<file path="src/rtl/serial_op_seq_v.sv">
// serial_op_seq_v: bit-serial operation sequencer. Streams two WIDTH-bit
// operands LSB first to an external combinational bit unit, carries a ripple
// carry between bit steps and assembles the returned bits into a result.
//
// Ports:
//   i_clk, i_rst_n        clock (rising edge), synchronous active-low reset
//   i_start               begin an operation
//   i_op_a, i_op_b        operands (WIDTH bits)
//   i_code, i_cin         bit-unit function select, initial carry
//   o_a, o_b, o_c         current A bit, B bit and carry to the bit unit
//   o_code                latched function select to the bit unit
//   i_f                   bit-unit result, same cycle
//   o_result, o_cout      assembled result and final carry
//   o_busy, o_done        operation in progress, one-cycle completion pulse
//
// Build option: define SERIAL_OP_SEQ_ABORT_EN to let i_start restart an
// operation that is in RUN or DONE (the aborted one never signals o_done).
// Without it, i_start is only honoured in IDLE.
module serial_op_seq_v #(
    parameter int WIDTH = 8
) (
    input  logic             i_clk,
    input  logic             i_rst_n,
    input  logic             i_start,
    input  logic [WIDTH-1:0] i_op_a,
    input  logic [WIDTH-1:0] i_op_b,
    input  logic [1:0]       i_code,
    input  logic             i_cin,
    output logic             o_a,
    output logic             o_b,
    output logic             o_c,
    output logic [1:0]       o_code,
    input  logic             i_f,
    output logic [WIDTH-1:0] o_result,
    output logic             o_cout,
    output logic             o_busy,
    output logic             o_done
);

    localparam int CW = $clog2(WIDTH);

    typedef enum logic [1:0] {
        S_IDLE = 2'd0,
        S_RUN  = 2'd1,
        S_DONE = 2'd2
    } state_t;

    state_t           r_state;
    state_t           w_next;
    logic [WIDTH-1:0] r_a;
    logic [WIDTH-1:0] r_b;
    logic [WIDTH-1:0] r_res;
    logic [1:0]       r_code;
    logic             r_carry;
    logic [CW-1:0]    r_cnt;
    logic             w_load;
    logic             w_last;
    logic             w_run;

    assign w_run  = (r_state == S_RUN);
    assign w_last = w_run && (r_cnt == CW'(WIDTH - 1));

`ifdef SERIAL_OP_SEQ_ABORT_EN
    assign w_load = i_start;
`else
    assign w_load = i_start && (r_state == S_IDLE);
`endif

    // State register
    always_ff @(posedge i_clk) begin
        if (!i_rst_n) begin
            r_state <= S_IDLE;
        end else begin
            r_state <= w_next;
        end
    end

    // Next-state logic; a load always (re)enters RUN
    always_comb begin
        w_next = r_state;
        unique case (r_state)
            S_IDLE:  if (i_start) w_next = S_RUN;
            S_RUN:   if (w_last) w_next = S_DONE;
            S_DONE:  w_next = S_IDLE;
            default: w_next = S_IDLE;
        endcase
        if (w_load) begin
            w_next = S_RUN;
        end
    end

    // Datapath: operand shifters, carry, step counter, result assembly
    always_ff @(posedge i_clk) begin
        if (!i_rst_n) begin
            r_a     <= '0;
            r_b     <= '0;
            r_res   <= '0;
            r_code  <= '0;
            r_carry <= 1'b0;
            r_cnt   <= '0;
        end else if (w_load) begin
            r_a     <= i_op_a;
            r_b     <= i_op_b;
            r_code  <= i_code;
            r_carry <= i_cin;
            r_cnt   <= '0;
        end else if (w_run) begin
            r_a     <= r_a >> 1;
            r_b     <= r_b >> 1;
            // Returned bits enter at the MSB so the first one ends at bit 0
            r_res   <= {i_f, r_res[WIDTH-1:1]};
            // Adder-style carry, independent of the selected function
            r_carry <= (r_a[0] & r_b[0]) | (r_carry & (r_a[0] ^ r_b[0]));
            r_cnt   <= r_cnt + CW'(1);
        end
    end

    // Outputs
    always_comb begin
        o_a      = w_run ? r_a[0] : 1'b0;
        o_b      = w_run ? r_b[0] : 1'b0;
        o_c      = w_run ? r_carry : 1'b0;
        o_code   = r_code;
        o_result = r_res;
        o_cout   = r_carry;
        o_busy   = (r_state != S_IDLE);
`ifdef SERIAL_OP_SEQ_ABORT_EN
        // A restart issued in DONE discards that completion
        o_done   = (r_state == S_DONE) && !i_start;
`else
        o_done   = (r_state == S_DONE);
`endif
    end

endmodule

</file>
<file path="config.mk">
export PLATFORM = sky130hd
export DESIGN_NAME = serial_op_seq_v
export DESIGN_NICKNAME = d
export VERILOG_FILES = /design/src/rtl/serial_op_seq_v.sv
export SDC_FILE = /design/constraint.sdc
export NUM_CORES = 1
export LEC_CHECK = 0
export ABC_CLOCK_PERIOD_IN_PS = 1500
export CAP_MARGIN = 20
export CORE_MARGIN = 8
export CORE_UTILIZATION = 43
export DETAILED_ROUTE_END_ITERATION = 10
export PLACE_DENSITY = 0.75
export REMOVE_ABC_BUFFERS = 1
export SYNTH_ARGS = -nofsm -noshare
export SYNTH_HDL_FRONTEND = slang
export SYNTH_SLANG_ARGS = --single-unit
</file>
<file path="constraint.sdc">
create_clock -name i_clk -period 1.5 [get_ports i_clk]
set_clock_uncertainty 0.2 [all_clocks]
set_input_delay 0.3 -clock i_clk [delete_from_list [all_inputs] [get_ports i_clk]]
set_output_delay 0.3 -clock i_clk [all_outputs]
set_load 0.005 [all_outputs]
</file>
# == Word level (Yosys, flattened, before mapping) ==
# Index checks and enable logic that the tools add are counted.
# totals
regBits,32
input_bits,23
output_inout_bits,16
wordCells,44
# op_classes
add_sub_neg,1
n_eq_ne,7
n_mux,13
bitwise_logic,6
reduce_logical,9
# ops
cell,count
2-to-1 mux 8 bit,4
2-to-1 mux 1 bit,6
!= test 3 bit (second input constant),2
AND reduction 2 bit,3
2-to-1 mux 2 bit,2
!= test 2 bit (second input constant),2
case mux 2 bit (2 select lines),1
nonzero test 2 bit,2
adder 3 x 1 -> 3 bit (second input constant),1
equality test 3 bit (second input constant),1
AND 1 bit,2
equality test 2 x 1 -> 1 bit (second input constant),1
equality test 2 bit (second input constant),1
logical AND 1 bit,2
zero test 2 bit,1
inverter 1 bit,2
OR reduction 2 bit,1
bitwise OR 1 bit,1
XOR 1 bit,1

# == Depth between registers and ports, before layout ==
# Gate-level depths: netlist (run 1).
# depth
ltp_word,5
depth_mapped,5
mapped_depth_nobuf,4

# == Worst setup path before layout (run 1) ==
# OpenSTA, ideal clock, no wires.
# synth_timing
kind,reg2out
from,reg r_state[0]
to,out o_a
arrival_time_ns,0.981
required_ns,1.000
setup_slack_ns,0.019
stages_incl_launch_ff,5
n_path_buf,2
cell_sequence,dfxtp_1 > buf_6 > nor2b_4 > buf_6 > and2_1
# synth_via
elab_chain_cells,2
# synth_lines
element,line,source
"start, declared",48,state_t r_state;
"start signal, assigned",74,r_state <= w_next;
equality test 2 x 1 -> 1 bit,60,assign w_run = (r_state == S_RUN);
2-to-1 mux 1 bit,120,o_a = w_run ? r_a[0] : 1'b0;
"end, declared",29,"output logic o_a,"
# Every way passes these cells.

# == Worst setup path in the final report (run 1) ==
# layout_timing
from,reg r_state[1]
to,out o_c
# layout_via
elab_chain_cells,2
# layout_lines
element,line,source
equality test 2 x 1 -> 1 bit,60,
2-to-1 mux 1 bit,122,o_c = w_run ? r_carry : 1'b0;
"end, declared",31,"output logic o_c,"
# Every way passes these cells.

==> results.py, run 1 <==
metrics = {
    "status": {
        "status": "finished, violations left",
        "violations": "setup timing",
    },
    "worst_setup_path": {
        "slowest_delay_ns": 0.38,
        "crit_path_end_kind": "output pin",
        "cp.required_ns": 1.00,
        "reg2regPathDepth": 7,
        "path_cells": "nor2b_4, and2_1, buf_2",
        "r2r_slack_ns": -0.09,
        "cp_slowest_cell": "dfxtp_4",
        "critPathKind": "flop to output pin",
        "arrival_ns": 1.10,
        "r2r_start": "r_state[0]",
        "critical_path_peak_fanout": 4,
        "crit_path_start_kind": "flop",
        "rr_endpoint": "r_b[7]",
    },
    "global_routing": {
        "grt_pass1_wl_mm": 6.334,
        "grt_antenna_before_repair": 0,
        "grt_util_all_layers_pct": 14.73,
        "grt_max_degree": 33,
        "grt_pass1_vias": 1441,
        "grt-ovfl-total": 0,
    },
    "cells_and_area": {
        "area_growth_pct": 51.06,
        "drive_gt1_share_pct": 36.82,
        "stdcell_count": 266,
        "nets": 245,
        "stdcell_area_um2": 2221,
        "post-route-util_pct": 67.08,
        "fill_cells": 287,
        "antennaDiodeCount": 0,
    },
    "detailed_routing": {
        "drc": 0,
        "vias": 1395,
        "wirelength_mm": 3.989,
        "postRouteAntennaNets": 0,
        "wl_per_cell_um": 15.00,
        "drt_iter0_drc": 98,
        "via_per_inst": 5.244,
        "first_pass_iters": 4,
    },
    "worst_hold_path": {
        "hold_depth": 2,
        "hp-class": "flop to flop",
        "min_to": "o_result[2]",
        "worstHoldStart": "o_result[3]",
    },
    "run": {
        "drv_cap": 0,
    },
    "yosys": {
        "synth_most_common_cell": "dfxtp_1",
        "ys_top_cells_by_area": "dfxtp_1, o2bb2ai_1, nand2_1",
        "netlist-cell-type-count": 30,
        "yosys_warnings": 0,
        "synthArstFlopShare_pct": 0,
        "avgSynthCellArea_um2": 9.075,
        "synth_edf_count": 0,
        "netlist_instances": 162,
        "seq_area_frac_synth_pct": 43.57,
        "synth-seq-cells": 32,
        "yosysTopAreaCell": "dfxtp_1",
        "yosys_most_used_dff": "dfxtp_1",
        "synth_area_um2": 1470,
        "yosysTopAreaCellShare_pct": 43.57,
        "synthTopCellsByCount": "dfxtp_1, nand2_1, a21oi_1",
    },
    "timing": {
        "fin_ws_ns": -0.1018,
        "fin_crit_ns": 1.602,
        "slew_headroom_pct": 80.30,
        "worst_pin_slew_ns": 0.2953,
        "setup_violations": 14,
        "drv_slew": 0,
        "fmax_mhz": 624.3,
        "whs_ns": 0.2602,
        "hold_violations": 0,
        "min_period_over_period_pct": 106.8,
        "rsz0062_at_grt": "yes",
    },
    "clock_network": {
        "cts_root_buffer": "clkbuf_4",
        "tritoncts": "built",
        "htreeDepth": 2,
        "cts_hold_buf": 0,
        "clk_path_buf_depth": 2,
        "cts-buffers-inserted": 5,
        "clk_latency_ns": 0.34,
        "cts_sinks": 32,
        "clk_pin_slew_ns": 0.10,
    },
    "floorplanning": {
        "start_util_pct": 44.41,
        "num_rows": 21,
        "io_pins": 39,
        "core_um2": 3311,
        "dieWidth_um": 74.47,
        "dieArea_um2": 5546,
        "die_h_um": 74.47,
    },
    "place": {
        "hpwlAfterDp_mm": 2.566,
        "place_area_um2": 1933,
        "io_buffers": 38,
        "place_congestion": 0.8625,
        "dp.cells": 246,
    },
    "power_and_ir_drop": {
        "cellLeakagePower_nw": 0.9246,
        "peakVddDrop_mv": 0.7233,
        "p_per_area_nw_per_um2": 942.9,
        "power.total_mw": 2.094,
    },
}
## layout make-up
cell class / count / area [um2] / share of cell area (%)
well taps: 46 / 57.56 / 2.592
flip-flops and latches: 32 / 658.1 / 29.63
clock inverters: 1 / 30.03 / 1.352
repair buffers: 60 / 544.3 / 24.51
inverters: 2 / 10.01 / 0.4507
multi-input cells: 118 / 855.8 / 38.54
clock buffers: 7 / 65.06 / 2.930
## cells in the final DEF, fill, tap and decap left out, types with 7 or more instances in the layout
cell type / synthesis / routed
dfxtp_2: 0 / 11
dlygate4sd2_1: 0 / 11
o2bb2ai_1: 11 / 10
o21ai_2: 0 / 7
nand2_1: 20 / 20
nor2_1: 12 / 10
nor2b_1: 7 / 7
a21oi_1: 14 / 11
clkdlybuf4s50_1: 0 / 22
buf_4: 2 / 17
dfxtp_1: 32 / 20
## state kept, by name (all words and copies together) (netlist names)
name,cells
o_cout,1
r_state,2
r_cnt,3
r_b,8
r_a,8
o_code,2
o_result,8
## layer usage
metal  vias up  routed length (um)  global-route usage, %
met5         -                   0                      0
met4         0                  87                  6.739
met3        10                 329                  6.334
met2        48                1921                  25.27
met1       651                1650                  15.13
li1        686                   -                      -
## how the worst max path moves through the flow
stage	from	depth (start not counted)	slack, ns	end
6_report	r_state[1]	3	-0.10	o_c
5_1_grt	r_state[0]	3	-0.17	o_c
4_1_cts	r_state[0]	3	-0.19	o_b
3_5_place_dp	i_start	5	-0.28	r_b[7]
3_3_place_gp	i_start	5	-0.21	r_cnt[0]
2_1_floorplan	r_state[0]	2	-0.20	o_a
## critical path: cells and delay by family, from the launching register on
kind	cells	cell delay (ns)
flops	1	0.38
simple gates	2	0.27
buf+inv	1	0.11
## power by group
| group | internal, mW | total, mW | switching (mW) |
|---|---|---|---|
| Combinational | 0.226 | 0.413 | 0.187 |
| Sequential | 0.903 | 0.940 | 0.0367 |
| Clock | 0.442 | 0.741 | 0.298 |
| Total | 1.57 | 2.09 | 0.522 |
## per-stage QoR
stage / setup WS, ns / TNS, ns
2_1_floorplan: -0.2013 / -0.6695
3_3_place_gp: -0.2117 / -4.633
5_1_grt: -0.1718 / -1.907
6_report: -0.1018 / -0.9080
3_5_place_dp: -0.2848 / -5.391
4_1_cts: -0.1948 / -0.5793
## kinds of logic after synthesis
kind of cell | Yosys count | share of synthesized area (%)
buffers and inverters | 14 | 5.787
and+or+nand+nor | 50 | 17.19
muxes | 2 | 1.362
adders and majority gates | 3 | 2.553
AOI/OAI and AO/OA | 61 | 29.53
DFF | 32 | 43.57
## timing repair
action,4_1_cts,5_1_grt
setup endpoints to repair,27,26
setup buffers,8,2
resized for setup,51,26
cloned,0,2
pin swaps,5,10
Note: power is estimated with default switching activity, not from simulation.
==> inputs of run 2 (changes only) <==
--- a/config.mk
+++ b/config.mk
@@ -12,6 +12,7 @@
 export DETAILED_ROUTE_END_ITERATION = 10
 export PLACE_DENSITY = 0.75
 export REMOVE_ABC_BUFFERS = 1
+export SETUP_SLACK_MARGIN = 0.15
 export SYNTH_ARGS = -nofsm -noshare
 export SYNTH_HDL_FRONTEND = slang
 export SYNTH_SLANG_ARGS = --single-unit
==> constraint.sdc (replaced) <==
create_clock -name i_clk -period 1.5 [get_ports i_clk]
set_clock_uncertainty 0.2 [all_clocks]
set_input_delay 0.3 -clock i_clk [delete_from_list [all_inputs] [get_ports i_clk]]
set_output_delay 0.3 -clock i_clk [all_outputs]
set_load 0.05 [all_outputs]
==> run 2 against run 1 <==
  * The flow still finishes with violations (setup timing)
  * Die area unchanged
  * Total power increased by 2.3%
  * Sequential power increased by 0.7%
  * Highest routed layer unchanged
  * Sequential cell count unchanged
  * Sequential share of layout area decreased by 1.8 points
  * Critical path depth unchanged
==> results.py, run 2 (same netlist as run 1, synthesis figures left out) <==
metrics = {
    "timing": {
        "worst_pin_slew_ns": 0.2830,
        "setup_violations": 5,
        "slew_headroom_pct": 81.11,
        "fmax_mhz": 595.3,
        "min_period_over_period_pct": 112.0,
        "rsz0062_at_grt": "yes",
        "fin_setup_tns_ns": -0.7805,
        "fin_crit_ns": 1.680,
        "hold_violations": 0,
        "fin_ws_ns": -0.1798,
        "drv_slew": 0,
    },
    "clock_network": {
        "clk_pin_slew_ns": 0.10,
        "cts_sinks": 32,
        "cts_root_buffer": "clkbuf_4",
        "clk_latency_ns": 0.33,
        "htreeDepth": 2,
        "clk_path_buf_depth": 2,
        "cts-buffers-inserted": 5,
        "cts_hold_buf": 0,
        "tritoncts": "built",
    },
    "cells_and_area": {
        "layout_commonest_cell": "clkdlybuf4s50_1",
        "area_growth_pct": 63.57,
        "nets": 244,
        "layout_common_cells": "clkdlybuf4s50_1, buf_4, nand2_1",
        "stdcell_count": 265,
        "stdcell_area_um2": 2405,
        "antennaDiodeCount": 0,
        "drive_gt1_share_pct": 41.10,
    },
    "global_routing": {
        "grt_util_all_layers_pct": 14.54,
        "grt_pass1_vias": 1367,
        "grt_max_degree": 21,
        "grt_antenna_before_repair": 0,
        "grt_pass1_wl_mm": 6.299,
        "grt-ovfl-total": 0,
    },
    "detailed_routing": {
        "wirelength_mm": 4.178,
        "first_pass_iters": 4,
        "postRouteAntennaNets": 0,
        "vias": 1418,
        "drt_iter0_drc": 165,
        "via_per_inst": 5.351,
        "drc": 0,
        "wl_per_cell_um": 15.77,
    },
    "worst_setup_path": {
        "arrival_ns": 1.18,
        "crit_path_start_kind": "flop",
        "r2r_start": "r_state[0]",
        "cp.required_ns": 1.00,
        "cp-startpoint": "r_state[0]",
        "critical_path_peak_fanout": 4,
        "crit_path_end_kind": "output pin",
        "critPathKind": "flop to output pin",
    },
    "place": {
        "dp.cells": 245,
        "hpwlAfterDp_mm": 2.806,
        "place_area_um2": 2086,
        "place_ws_ns": -0.2777,
        "io_buffers": 38,
        "place_congestion": 0.8988,
    },
    "run": {
        "drv_cap": 0,
    },
    "power_and_ir_drop": {
        "p_clk_share_pct": 34.5,
        "p_seq_share_pct": 44.2,
        "p_sw_mw": 0.5619,
        "cellLeakagePower_nw": 0.9374,
        "switching_share_pct": 26.23,
        "peakVddDrop_mv": 0.4423,
        "combPwrFrac_pct": 21.3,
        "power.total_mw": 2.142,
        "p_per_area_nw_per_um2": 890.8,
        "p_int_mw": 1.580,
    },
    "floorplanning": {
        "num_rows": 21,
        "core_um2": 3311,
        "start_util_pct": 44.41,
        "dieArea_um2": 5546,
        "dieWidth_um": 74.47,
        "die_h_um": 74.47,
        "io_pins": 39,
    },
    "worst_hold_path": {
        "worstHoldStart": "o_result[0]",
        "hp-class": "flop to flop",
    },
    "status": {
        "violations": "setup timing",
        "status": "finished, violations left",
    },
}
run 2: cell type report:
type / instances / area, um2
multi-input cells: 117 / 847.1
inverters: 2 / 15.01
flip-flops and latches: 32 / 669.4
clock inverters: 1 / 30.03
repair buffers: 60 / 720.7
clock buffers: 7 / 65.06
fillers: 256 / 905.9
well taps: 46 / 57.56
run 2: timing repair:
action | 4_1_cts | 5_1_grt
gates cloned | 0 | 1
pin swaps | 5 | 3
setup endpoints to repair | 38 | 41
gates resized for setup | 31 | 13
buffers inserted | 9 | 2
run 2: routing by layer:
metal / vias to the layer above / track usage [%] / part of all wire, %
met5: - / 0 / 0
met4: 0 / 4.783 / 0.69
met3: 4 / 4.717 / 6.8
met2: 45 / 23.72 / 49
met1: 688 / 17.49 / 43
li1: 681 / - / -
run 2: power groups by stage:
stage,logic (mW),clock network [mW],registers (mW)
2_1_floorplan,0.173,0,0.984
3_3_place_gp,0.390,0,0.960
3_5_place_dp,0.403,0,0.962
4_1_cts,0.425,0.745,0.941
5_1_grt,0.486,0.781,0.952
6_report,0.457,0.738,0.947
run 2: final timing paths:
path | slack (ns) | cells after the start | endpoint
hold / removal | 0.29 | 2 | o_result[0]
setup / recovery | -0.18 | 3 | o_a
setup reg to reg | 0.07 | 4 | o_code[0]
hold reg to reg | 0.29 | 2 | o_result[0]
run 2: metrics by stage:
stage                     hold WS, ns  utilization [%]
after floorplan                0.2234                -
final                          0.2863            72.64
after detailed placement       0.2984            63.00
after global placement         0.2807            63.00
after global routing           0.3112            72.64
after CTS                      0.2908            69.77
run 2: worst max-delay path, cell delays in order (launching register included):
cell,delay (ns)
dfxtp_2,0.37
nor2b_4,0.18
and2_4,0.17
buf_12,0.13
